### src/rtl/mem_stage_pkg.sv
// Shared widths, bus layouts and load-decode helpers for the memory stage.
// Purely declarative: no logic, no latency.
// Field order in the structs is MSB first and must match the packed bus order.
package mem_stage_pkg;

    localparam int ES_TO_MS_BUS_WD = 104;
    localparam int MS_TO_WS_BUS_WD = 94;
    localparam int STALL_BUS_WD    = 10;
    localparam int FORWARD_BUS_WD  = 33;

    // Bit positions inside the one-hot inst_load field.
    localparam int LD_LW_BIT  = 6;
    localparam int LD_LB_BIT  = 5;
    localparam int LD_LBU_BIT = 4;
    localparam int LD_LH_BIT  = 3;
    localparam int LD_LHU_BIT = 2;
    localparam int LD_LWL_BIT = 1;
    localparam int LD_LWR_BIT = 0;

    typedef struct packed {
        logic        bd;
        logic        exc;
        logic [7:0]  exc_type;
        logic        eret_flush;
        logic        cp0_wen;
        logic        res_from_cp0;
        logic [7:0]  cp0_addr;
        logic        res_from_mem;
        logic [6:0]  inst_load;
        logic [4:0]  ld_extd_op;
        logic        gr_we;
        logic [4:0]  dest;
        logic [31:0] alu_result;
        logic [31:0] pc;
    } es_to_ms_t;

    typedef struct packed {
        logic        bd;
        logic        exc;
        logic [7:0]  exc_type;
        logic        eret_flush;
        logic        cp0_wen;
        logic        res_from_cp0;
        logic [7:0]  cp0_addr;
        logic [3:0]  rf_wen;
        logic [4:0]  dest;
        logic [31:0] final_result;
        logic [31:0] pc;
    } ms_to_ws_t;

    typedef enum logic [2:0] {
        LD_NONE,
        LD_W,
        LD_B,
        LD_BU,
        LD_H,
        LD_HU,
        LD_WL,
        LD_WR
    } ld_kind_t;

    // Collapse the one-hot load field into a kind; an all-zero field means no load.
    function automatic ld_kind_t ld_kind(input logic [6:0] inst_load);
        ld_kind_t k;
        k = LD_NONE;
        if (inst_load[LD_LW_BIT])       k = LD_W;
        else if (inst_load[LD_LB_BIT])  k = LD_B;
        else if (inst_load[LD_LBU_BIT]) k = LD_BU;
        else if (inst_load[LD_LH_BIT])  k = LD_H;
        else if (inst_load[LD_LHU_BIT]) k = LD_HU;
        else if (inst_load[LD_LWL_BIT]) k = LD_WL;
        else if (inst_load[LD_LWR_BIT]) k = LD_WR;
        return k;
    endfunction

endpackage

### src/rtl/mem_stage_ld.sv
// Load-data formatter: byte/half select with extension, lwl/lwr byte placement.
// Latency: purely combinational.
// Backpressure: none; result is valid whenever its inputs are.
module ld_select
    import mem_stage_pkg::*;
(
    input  logic [6:0]  inst_load,
    input  logic [1:0]  addr,
    input  logic [31:0] rdata,
    output logic [31:0] result,
    output logic [3:0]  rf_wen
);

    logic [7:0]  byte_sel;
    logic [15:0] half_sel;

    // Pick the addressed byte and halfword out of the word.
    always_comb begin
        byte_sel = rdata[7:0];
        case (addr)
            2'd0: byte_sel = rdata[7:0];
            2'd1: byte_sel = rdata[15:8];
            2'd2: byte_sel = rdata[23:16];
            2'd3: byte_sel = rdata[31:24];
            default: byte_sel = rdata[7:0];
        endcase
        half_sel = addr[1] ? rdata[31:16] : rdata[15:0];
    end

    // Extend or place the selected data; lwl/lwr only enable the bytes they own.
    always_comb begin
        result = rdata;
        rf_wen = 4'hF;
        case (ld_kind(inst_load))
            LD_B:  result = {{24{byte_sel[7]}}, byte_sel};
            LD_BU: result = {24'd0, byte_sel};
            LD_H:  result = {{16{half_sel[15]}}, half_sel};
            LD_HU: result = {16'd0, half_sel};
            LD_WL: begin
                // Low-addressed bytes of the word move up to the register's top.
                result = rdata << {~addr, 3'b000};
                rf_wen = 4'b1111 << ~addr;
            end
            LD_WR: begin
                // High-addressed bytes of the word move down to the register's bottom.
                result = rdata >> {addr, 3'b000};
                rf_wen = 4'b1111 >> addr;
            end
            default: begin
                result = rdata;
                rf_wen = 4'hF;
            end
        endcase
    end

endmodule

### src/rtl/mem_stage.sv
// Memory stage: holds one execute entry, waits for its SRAM response, formats load data.
// Latency: one cycle for non-memory ops and next-cycle responses; otherwise until data_ok.
// Backpressure: ms_allowin drops while waiting or while writeback stalls; data is buffered.
module mem_stage
    import mem_stage_pkg::*;
(
    input  logic                       clk,
    input  logic                       reset,
    input  logic                       flush,
    input  logic                       ws_allowin,
    output logic                       ms_allowin,
    input  logic                       es_to_ms_valid,
    input  logic [ES_TO_MS_BUS_WD-1:0] es_to_ms_bus,
    input  logic                       es_mem_req,
    input  logic                       data_sram_data_ok,
    input  logic [31:0]                data_sram_rdata,
    output logic                       ms_to_ws_valid,
    output logic [MS_TO_WS_BUS_WD-1:0] ms_to_ws_bus,
    output logic [STALL_BUS_WD-1:0]    stall_ms_bus,
    output logic [FORWARD_BUS_WD-1:0]  forward_ms_bus,
    output logic                       ms_exc_eret
);

    es_to_ms_t   ms_entry;
    ms_to_ws_t   ws_out;
    logic        ms_valid;
    logic        ms_wait;
    logic [1:0]  cancel_cnt;
    logic [1:0]  cancel_nxt;
    logic [31:0] rdata_buf;

    logic        ms_ready_go;
    logic        accept;
    logic        resp_drop;
    logic        resp_take;
    logic [31:0] ld_rdata;
    logic [31:0] ld_result;
    logic [3:0]  ld_wen;
    logic [31:0] final_result;
    logic [3:0]  rf_wen;
    logic        ld_extd_unused;

    // Responses arrive in order: any owed to flushed work come first and are dropped.
    assign resp_drop   = data_sram_data_ok & (cancel_cnt != 2'd0);
    assign resp_take   = data_sram_data_ok & (cancel_cnt == 2'd0) & ms_wait;

    assign ms_ready_go = !ms_wait | (data_sram_data_ok & (cancel_cnt == 2'd0));
    assign ms_allowin  = !ms_valid | (ms_ready_go & ws_allowin);
    assign accept      = es_to_ms_valid & ms_allowin;

    // Entry register: captured on every accept, flushed or not.
    always_ff @(posedge clk) begin
        if (accept) begin
            ms_entry <= es_to_ms_t'(es_to_ms_bus);
        end
    end

    // Stage occupancy.
    always_ff @(posedge clk) begin
        if (reset) begin
            ms_valid <= 1'b0;
        end else if (flush) begin
            ms_valid <= 1'b0;
        end else if (ms_allowin) begin
            ms_valid <= es_to_ms_valid;
        end
    end

    // Wait flag: set for any entry that has a request in flight, excepting entries included.
    always_ff @(posedge clk) begin
        if (reset) begin
            ms_wait <= 1'b0;
        end else if (flush) begin
            ms_wait <= 1'b0;
        end else if (accept) begin
            ms_wait <= es_mem_req;
        end else if (resp_take) begin
            ms_wait <= 1'b0;
        end
    end

    // Owed-response count: a flush hands the current and incoming requests over to it.
    always_comb begin
        cancel_nxt = cancel_cnt;
        if (resp_drop) begin
            cancel_nxt = cancel_nxt - 2'd1;
        end
        if (flush) begin
            if (ms_valid & ms_wait & !resp_take) begin
                cancel_nxt = cancel_nxt + 2'd1;
            end
            if (accept & es_mem_req) begin
                cancel_nxt = cancel_nxt + 2'd1;
            end
        end
    end

    // Counter register; reset abandons anything outstanding since memory resets too.
    always_ff @(posedge clk) begin
        if (reset) begin
            cancel_cnt <= 2'd0;
        end else begin
            cancel_cnt <= cancel_nxt;
        end
    end

    // Hold the response so the result stays stable while writeback is stalled.
    always_ff @(posedge clk) begin
        if (resp_take) begin
            rdata_buf <= data_sram_rdata;
        end
    end

    assign ld_rdata = resp_take ? data_sram_rdata : rdata_buf;

    ld_select u_ld_select (
        .inst_load (ms_entry.inst_load),
        .addr      (ms_entry.alu_result[1:0]),
        .rdata     (ld_rdata),
        .result    (ld_result),
        .rf_wen    (ld_wen)
    );

    // Loads take formatted memory data; everything else forwards the ALU result.
    always_comb begin
        final_result = ms_entry.alu_result;
        rf_wen       = {4{ms_entry.gr_we}};
        if (ms_entry.res_from_mem) begin
            final_result = ld_result;
            rf_wen       = ld_wen & {4{ms_entry.gr_we}};
        end
    end

    // Assemble the writeback bus from the held entry and the formatted result.
    always_comb begin
        ws_out              = '0;
        ws_out.bd           = ms_entry.bd;
        ws_out.exc          = ms_entry.exc;
        ws_out.exc_type     = ms_entry.exc_type;
        ws_out.eret_flush   = ms_entry.eret_flush;
        ws_out.cp0_wen      = ms_entry.cp0_wen;
        ws_out.res_from_cp0 = ms_entry.res_from_cp0;
        ws_out.cp0_addr     = ms_entry.cp0_addr;
        ws_out.rf_wen       = rf_wen;
        ws_out.dest         = ms_entry.dest;
        ws_out.final_result = final_result;
        ws_out.pc           = ms_entry.pc;
    end

    assign ms_to_ws_valid = ms_valid & ms_ready_go;
    assign ms_to_ws_bus   = ws_out;
    assign stall_ms_bus   = {{5{ms_valid & ms_entry.gr_we}}, ms_entry.dest};
    assign forward_ms_bus = {ms_valid & ms_ready_go & !ms_entry.res_from_cp0, final_result};
    assign ms_exc_eret    = ms_valid & (ms_entry.exc | ms_entry.eret_flush);

    // Extended-load opcode is carried on the bus but has no meaning here.
    assign ld_extd_unused = ^ms_entry.ld_extd_op;

    // A response with nothing outstanding means the memory side broke protocol.
    spurious_data_ok: assert property (@(posedge clk) disable iff (reset)
        !(data_sram_data_ok && (cancel_cnt == 2'd0) && !ms_wait));

endmodule

### config.mk
export PLATFORM = sky130hd
export DESIGN_NAME = mem_stage
export DESIGN_NICKNAME = d
export VERILOG_FILES = /design/src/rtl/mem_stage_pkg.sv /design/src/rtl/mem_stage_ld.sv /design/src/rtl/mem_stage.sv
export SDC_FILE = /design/constraint.sdc
export NUM_CORES = 1
export LEC_CHECK = 0
export BUFFER_PORTS_ARGS = -buffer_cell sky130_fd_sc_hd__buf_2
export CAP_MARGIN = 15
export CORE_UTILIZATION = 41
export DETAILED_ROUTE_END_ITERATION = 6
export PLACE_DENSITY_LB_ADDON = 0.2
export SLEW_MARGIN = 20
export SYNTH_ARGS = -nofsm -noshare
export SYNTH_HDL_FRONTEND = slang
export SYNTH_HIERARCHICAL = 1
export SYNTH_SLANG_ARGS = --single-unit
### constraint.sdc
create_clock -name clk -period 8.01 [get_ports clk]
set_input_delay 0.801 -clock clk [delete_from_list [all_inputs] [get_ports clk]]
set_output_delay 0.801 -clock clk [all_outputs]
set_load 0.05 [all_outputs]
==> results of run 1 <==
[registers in the layout (all words and copies together), names as in the netlist]
signal and cells:
cancel_cnt 2, ms_wait 1, rdata_buf 32, ms_to_ws_bus 58, ms_valid 1, ms_entry 41
[metrics by stage]
step | util, % | worst slack (ps) | hold slack [ps]
6_report | 50.23 | 3479 | 513.9
5_1_grt | 50.23 | 3233 | 519.8
4_1_cts | 50.21 | 3317 | 521.8
3_5_place_dp | 46.86 | 3477 | 504.0
3_3_place_gp | 46.86 | 3532 | 490.1
2_1_floorplan | - | 1575 | 463.0
[placed cells by master (no fill, tap or decap), types with 7 or more instances in the layout]
master | netlist | routed
a22oi_1 | 8 | 8
a21oi_1 | 25 | 23
o21bai_1 | 7 | 7
dfxtp_1 | 36 | 36
nand2_1 | 27 | 27
o21ai_1 | 11 | 10
clkbuf_16 | 0 | 17
buf_2 | 13 | 277
a21o_1 | 8 | 8
mux2_2 | 95 | 95
edfxtp_1 | 99 | 99
o21ai_0 | 16 | 16
nor3_1 | 9 | 9
a211oi_1 | 9 | 9
inv_1 | 12 | 12
nor2_1 | 41 | 41
[layout make-up]
cell class	count	share of cell area, %
Clock inverter	15	1.771
Timing Repair Buffer	282	16.39
Inverter	12	0.5184
Tap cell	225	3.240
Multi-Input combinational cell	339	30.67
Clock buffer	17	4.896
Sequential cell	135	42.51
[routing by layer]
| metal | up-vias | share of wire, % | track usage (%) |
|---|---|---|---|
| met5 | - | 0.053 | 0 |
| met2 | 237 | 49 | 34.64 |
| li1 | 2486 | - | - |
| met3 | 16 | 8.2 | 6.135 |
| met1 | 2487 | 41 | 25.62 |
| met4 | 2 | 1.3 | 6.866 |
[cell families (layout without fill, tap and decap cells)]
kind of cell,after synthesis,after routing,synth area share [%]
flip-flops,135,135,50.74
buffers and inverters,141,326,12.91
multiplexers,107,107,16.50
adder cells (fa/ha/maj),1,1,0.1719
XOR/XNOR,2,2,0.2407
AND/OR/NAND/NOR,110,110,7.924
AO/OA/AOI/OAI,119,119,11.52
[worst min path at each step]
stage	endpoint	slack, ps
after floorplan	rdata_buf[29]$_DFF_P_	460
after CTS	rdata_buf[0]$_DFF_P_	520
final	rdata_buf[0]$_DFF_P_	510
after global routing	ms_to_ws_bus[15]$_DFFE_PP_	520
after detailed placement	rdata_buf[26]$_DFF_P_	500
after global placement	rdata_buf[26]$_DFF_P_	490
[report_power, final]
part | switching (W) | internal [W] | total, W
registers | 0.0000345 | 0.000877 | 0.000911
logic | 0.000807 | 0.000391 | 0.00120
clock network | 0.000325 | 0.000439 | 0.000764
total | 0.00117 | 0.00171 | 0.00287
==> results.md, run 1 <==
Setup path:
- The most numerous cell type found on the critical path is mux2_2.
- The critical path capture point is ms_to_ws_bus[47].
- For the worst setup path, the data arrival time is 3730 ps.
- The highest-delay cell along the critical path is mux2_2.
- The critical setup path kind is flip-flop to primary output.
- The start point of the critical path is cancel_cnt[0]$_SDFF_PP0_.
- The worst setup slack for register-to-register paths is 4890 ps.
- In this design, the stage delay of the slowest critical-path cell is 490 ps.
- In this run the number of cells on the critical path is 11.
- In this run the worst path has a maximum fanout of 32.
- The kind of cell adding the most delay to the critical path is multiplexers.
- The origin of the critical flop-to-flop path is cancel_cnt[0]$_SDFF_PP0_.
- Together, buffers and inverters on the worst path number 2.
- The required time reported for the critical path endpoint is 7210 ps.
- The reg-to-reg endpoint is ms_to_ws_bus[81]$_DFFE_PP_.
- The signal on the critical path passes through inv_1 -> ha_1 -> nand3_4 -> mux2_2 -> mux2_2 -> nand3b_1 -> and3_1 -> a21boi_1 -> o21ai_1 -> mux2_2 -> buf_2.
- The count of cells along the worst register-to-register path is 6.
- The element type at the critical path end is a primary output.
- The critical path launch point type is a flip-flop.

Synthesis:
- The synthesized area per cell is 11.84 um2.
- The prevailing post-synth register cell is edfxtp_1.
- By area the synthesized netlist is led by edfxtp_1, mux2_2, buf_4.
- Ranked by instance count, the synthesized netlist is headed by buf_4, edfxtp_1, mux2_2.
- The area share of the largest cell type after synthesis is 40.84%.
- The number of enable-type register cells in the synthesized netlist is 99.
- Yosys mapped the design onto 60 distinct sky130hd cell types.
- Of all cell types, the one taking the most synthesized area is edfxtp_1.
- In this run the cell area of the synthesized design comes to 0.007279 mm2.
- In the synthesized netlist the async set-or-reset flop fraction comes to 0%.
- The Yosys step of the flow raised 6 warnings.
- Synthesis inferred 135 register bits.
- The number of nets handed over by synthesis was 759.
- The synthesized netlist cell count is 615.
- For this run, the register share of the synthesized area comes to 50.74%.

Routing:
- The total via count in the routed design is 5228.
- The pre-antenna-repair detailed-routing pass consisted of 5 iterations.
- The residual antenna-violating net count after detailed routing is 0.
- The average via count per standard cell is 5.100.
- After detailed routing, the number of remaining DRC violations is 0.
- The number of DRC markers in iteration 0 is 276.
- The detail-routed net length per standard cell is 18.24 um.
- The total wire length after detailed routing is 18.70 mm.

Final layout:
- The finished cells cover 0.008688 mm2.
- The share of post-route cells with drive strength above 1 is 53.75%.
- Compared with the post-synthesis result, the final layout area differs by 19.35%.
- The area taken by multi-input logic gates is 0.002665 mm2.
- The number of diodes added for antenna fixing is 0.
- Fill cells in the final layout number 1590.
- The finished layout holds 1025 standard cells, fillers aside.
- The post-layout net count is 931.
- The combined flip-flop and latch cell area is 0.003694 mm2.

Floorplan:
- The row count is 48.
- Once the floorplan was initialized, standard cells occupied 42.09% of the core.
- The total die area is 0.01829 mm2.
- The floorplan step set the die height to 135.2 um.
- The core area is 0.01730 mm2.
- The horizontal extent of the die is 135.2 um.
- 283 I/O pins were placed.

Timing:
- The max-slew violation count came to 0.
- The number of endpoints with negative hold slack in the final report is 0.
- The final count of negative-setup-slack endpoints is 0.
- The final clock skew is 11.97 ps.
- The fmax is 0.2207 GHz.
- Setup repair after global routing left no endpoint under its margin.
- The worst pin sits at a relative slew slack of 28.34%.
- At the pin with the least slew margin, the transition time is 1073 ps.
- The clock period minus final worst setup slack is 4531 ps.
- The portion of the clock cycle consumed by the worst path in the final layout is 56.57%.
- Adding up every negative setup slack in the final design gives 0 ps.

Clocking:
- The tree built by TritonCTS fans out to 135 sinks.
- After clock tree synthesis, the flow added hold-fix buffers numbering 0.
- The H-tree level count is 4.
- The deepest clock path buffer count is 2.
- The clock transition at the register clock pins on the worst setup and hold paths after CTS is 60 ps.
- The later pin in the worst-skew pair is clocked with a latency of 430 ps.
- The number of clock buffers added by TritonCTS is 17.
- Clock tree synthesis selected as its root buffer the cell clkbuf_16.
- After clock tree synthesis, the repair step resized 0 gates.
- TritonCTS built the clock tree.
- After clock tree synthesis, the setup repair step added 0 buffers.

Placement:
- The final weighted congestion in routability-driven placement is 0.8773.
- The cell count after placement is 993.
- The placed wire-length estimate is 13.97 mm.
- The count of buffers from port buffering is 277.
- The placed instances occupy a cell area of 0.008105 mm2.

GRT:
- The initial antenna violation count is 1.
- The wire length of the first global-routing pass is 27.89 mm.
- The number of global-route vias before repair is 5071.
- The pin count of the biggest net entering global routing is 73.
- In the global route stage, overall resource usage came out at 20.77%.
- The overflow left after global routing is 0.

Power and ir drop:
- Power comes to 0.002872 W.
- The leakage power summed over all cells is 3.705 nW.
- The worst-case IR drop observed on VDD is 229.8 uV.
- For this design the ratio of total power to cell area is 330.6 mW/mm2.

Job:
- The count of max-cap constraint violations is 0.

Worst hold path:
- The class of the tightest hold or removal check is flip-flop to flip-flop.
- The worst hold path cell count is 1.
- The beginning of the worst hold path is rdata_buf[0]$_DFF_P_.

Run status:
- The flow ran to the end, and the final reports show no timing, DRC or antenna violations.
Power figures use the tool's default switching activity.
==> run 2, diff against run 1 <==
- clock period: 8.01 -> 4 ns (I/O delays scaled with it)
==> run 2 against run 1 <==
  * Critical path type unchanged
  * Combinational power up 100%
  * Largest power group unchanged
  * Largest cell class unchanged
  * Cell area up 2.0%
  * Sequential power grew 100%
==> results.md, run 2 (synthesized netlist as in run 1, its figures left out) <==
Timing:
- For the pin with the worst max-slew slack, the measured transition is 936.3 ps.
- Setup violations remaining at the end of the flow were counted as 0.
- The number of endpoints with negative hold slack in the final report is 0.
- The clock period minus final worst setup slack is 3862 ps.
- The max-slew violation count is 0.
- The final clock skew is 10.89 ps.
- Headroom to the max-slew limit came out at 37.58%.
- In the finished design, the share of the clock period the worst path needs comes to 96.55%.
- The fmax is 0.2589 GHz.

GRT:
- The initial antenna violation count is 1.
- The total global-route track usage is 20.25%.
- After global routing the overflow that remains totals 0.
- Entering global routing, the biggest net connects 74 pins.
- The wire length of the first global-routing pass is 27.53 mm.
- The number of global-route vias before repair is 5112.

Placement:
- The instance area at placement is 0.008173 mm2.
- The count of buffers from port buffering is 277.
- The wire-length estimate of the detail-placed layout is 14.19 mm.
- The number of placed instances, taps included, is 1002.
- The congestion estimate from routability-driven global placement came to 0.9241.

Clocking:
- The TritonCTS buffer count is 17.
- The deepest clock path buffer count is 2.
- The clock drives 135 sinks.
- The clock reaches the later pin of the worst-skew pair after 420 ps.
- After clock tree synthesis, the clock-pin slew on the worst setup and hold paths is 70 ps.
- TritonCTS built the clock tree.
- The tree is rooted in a clkbuf_16.
- The H-tree was split into 4 levels.

Setup path:
- The highest-delay cell along the critical path is mux2_2.
- At the worst endpoint, the required time is 3600 ps.
- The worst register-to-register path has a depth of 6.
- The endpoint arrival time on the critical path is 3460 ps.
- The critical path is of the flip-flop to primary output type.
- The worst setup path is captured at a primary output.
- The critical path goes through inv_1 -> ha_1 -> nand3_4 -> buf_4 -> mux2_2 -> mux2_1 -> mux2i_1 -> a211o_1 -> nor2_1 -> a2bb2oi_1 -> mux2_2 -> buf_2.
- On the worst path, the slowest cell contributes a delay of 400 ps.
- The critical path launch point type is a flip-flop.
- The most used cell along the critical path is mux2_2.
- The maximum fanout along the worst path is 10.

Routing:
- The number of design rule violations left after detail routing is 0.
- Using the TritonRoute via totals, the vias-per-cell ratio works out to 5.060.
- In the final routed layout, each cell accounts on average for 17.85 um.
- For this block, the via count after detailed routing is 5273.
- The first routing iteration left 378 violations.
- The iteration count of the initial detailed-routing pass is 5.
- The residual antenna-violating net count after detailed routing is 0.
- The total wire length after detailed routing is 18.60 mm.

Floorplan:
- The core region is 0.01730 mm2.
- The horizontal extent of the die is 135.2 um.
- The die is 135.2 um tall.
- 283 I/O pins were placed.
- Once the floorplan was initialized, standard cells occupied 42.09% of the core.
- The floorplan step defined a die boundary enclosing 0.01829 mm2.
- Row generation in the floorplan step produced 48 rows.

Power and ir drop:
- The total power draw is 0.005868 W.
- The largest vdd supply drop is 347.8 uV.
- The analysis attributes to cell leakage a power of 3.804 nW.
- In this run the power density over the cells is 662.0 mW/mm2.

Final layout:
- The share of post-route cells with drive strength above 1 is 54.71%.
- The most common library cell in the layout ignoring fill and taps is buf_2.
- After the flow finishes, the layout carries non-filler instances totaling 1042.
- The number of inserted filler cells in the final layout is 1595.
- The final instance area is 0.008865 mm2.
- The library cells used most frequently in the layout, excluding fill and tap cells, are buf_2, edfxtp_1, mux2_2.
- Relative to the synthesized area, the layout overhead comes to 21.78%.
- The number of antenna diodes in the final layout is 0.
- The register with the most flip-flops in the layout has 58 of them.
- The post-layout net count is 948.

Worst hold path:
- The class of the tightest hold or removal check is primary input to flip-flop.
- Along the worst hold path, the cell count comes to 1.

Job:
- The count of max-cap constraint violations is 0.

Run status:
- The flow ran to the end, and the final reports show no timing, DRC or antenna violations.
[run 2: cell count changes in the layout (fill, tap and decap cells not counted), moves of 2 or more]
cell / before / now
buf_4: 5 / 21
inv_6: 6 / 3
inv_8: 3 / 6
clkinv_4: 3 / 1
clkinv_8: 0 / 2
[run 2: stage by stage]
stage | util [%] | TNS (ps) | hold slack (ps) | worst slack [ps]
floorplan | - | 0 | 462.4 | 800.0
global placement | 47.25 | 0 | 486.0 | 508.8
detailed placement | 47.25 | 0 | 501.3 | 491.6
CTS | 50.88 | 0 | 126.3 | 28.50
global route | 51.25 | -21.65 | 120.9 | -10.53
finish | 51.25 | 0 | 145.8 | 137.8
[run 2: repair_timing]
| action | 4_1_cts | 5_1_grt |
|---|---|---|
| gates resized for setup | 0 | 1 |
| hold buffers | 0 | 0 |
| endpoints found under the setup margin | 0 | 14 |
| buffers inserted | 0 | 8 |
[run 2: per-layer routing]
| layer | share of wire (%) | global-route usage [%] | vias to the layer above | wire length [um] |
|---|---|---|---|---|
| met3 | 8.1 | 6.023 | 20 | 1513 |
| met2 | 48 | 33.70 | 241 | 8997 |
| met4 | 1.7 | 6.804 | 2 | 318 |
| li1 | - | - | 2520 | - |
| met5 | 0.070 | 0 | - | 13 |
| met1 | 42 | 24.96 | 2490 | 7759 |
[run 2: cell type report]
type	instances	area, um2	area share, %
sequential	135	3694	41.67
multi-input combinational	339	2661	30.02
timing repair buffer	299	1555	17.54
clock buffer	17	425.4	4.799
tap	225	281.5	3.176
clock inverter	15	202.7	2.287
inverter	12	45.04	0.5081
[run 2: path summary, 6_finish.rpt]
check | startpoint | endpoint | slack (ps)
setup / recovery | cancel_cnt[0]$_SDFF_PP0_ | ms_to_ws_bus[34] | 140
hold / removal | es_to_ms_bus[103] | ms_to_ws_bus[93]$_DFFE_PP_ | 150
setup reg to reg | cancel_cnt[1]$_SDFF_PP0_ | ms_entry[34]$_DFFE_PP_ | 1700
hold reg to reg | rdata_buf[27]$_DFF_P_ | rdata_buf[27]$_DFF_P_ | 520
[run 2: power breakdown]
part	total, W	internal (W)	leakage, nW	switching [W]
clock	0.00164	0.000960	0.306	0.000683
combinational	0.00240	0.000801	2.23	0.00160
sequential	0.00183	0.00175	1.26	0.0000744
[run 2: worst max-delay path: cells and delay by family (launching register included)]
family	cells	cell delay [ps]
AOI/OAI and AO/OA	2	340
adders and majority gates	1	250
muxes	4	1400
and+or+nand+nor	2	230
DFF	1	340
buffers and inverters	3	480
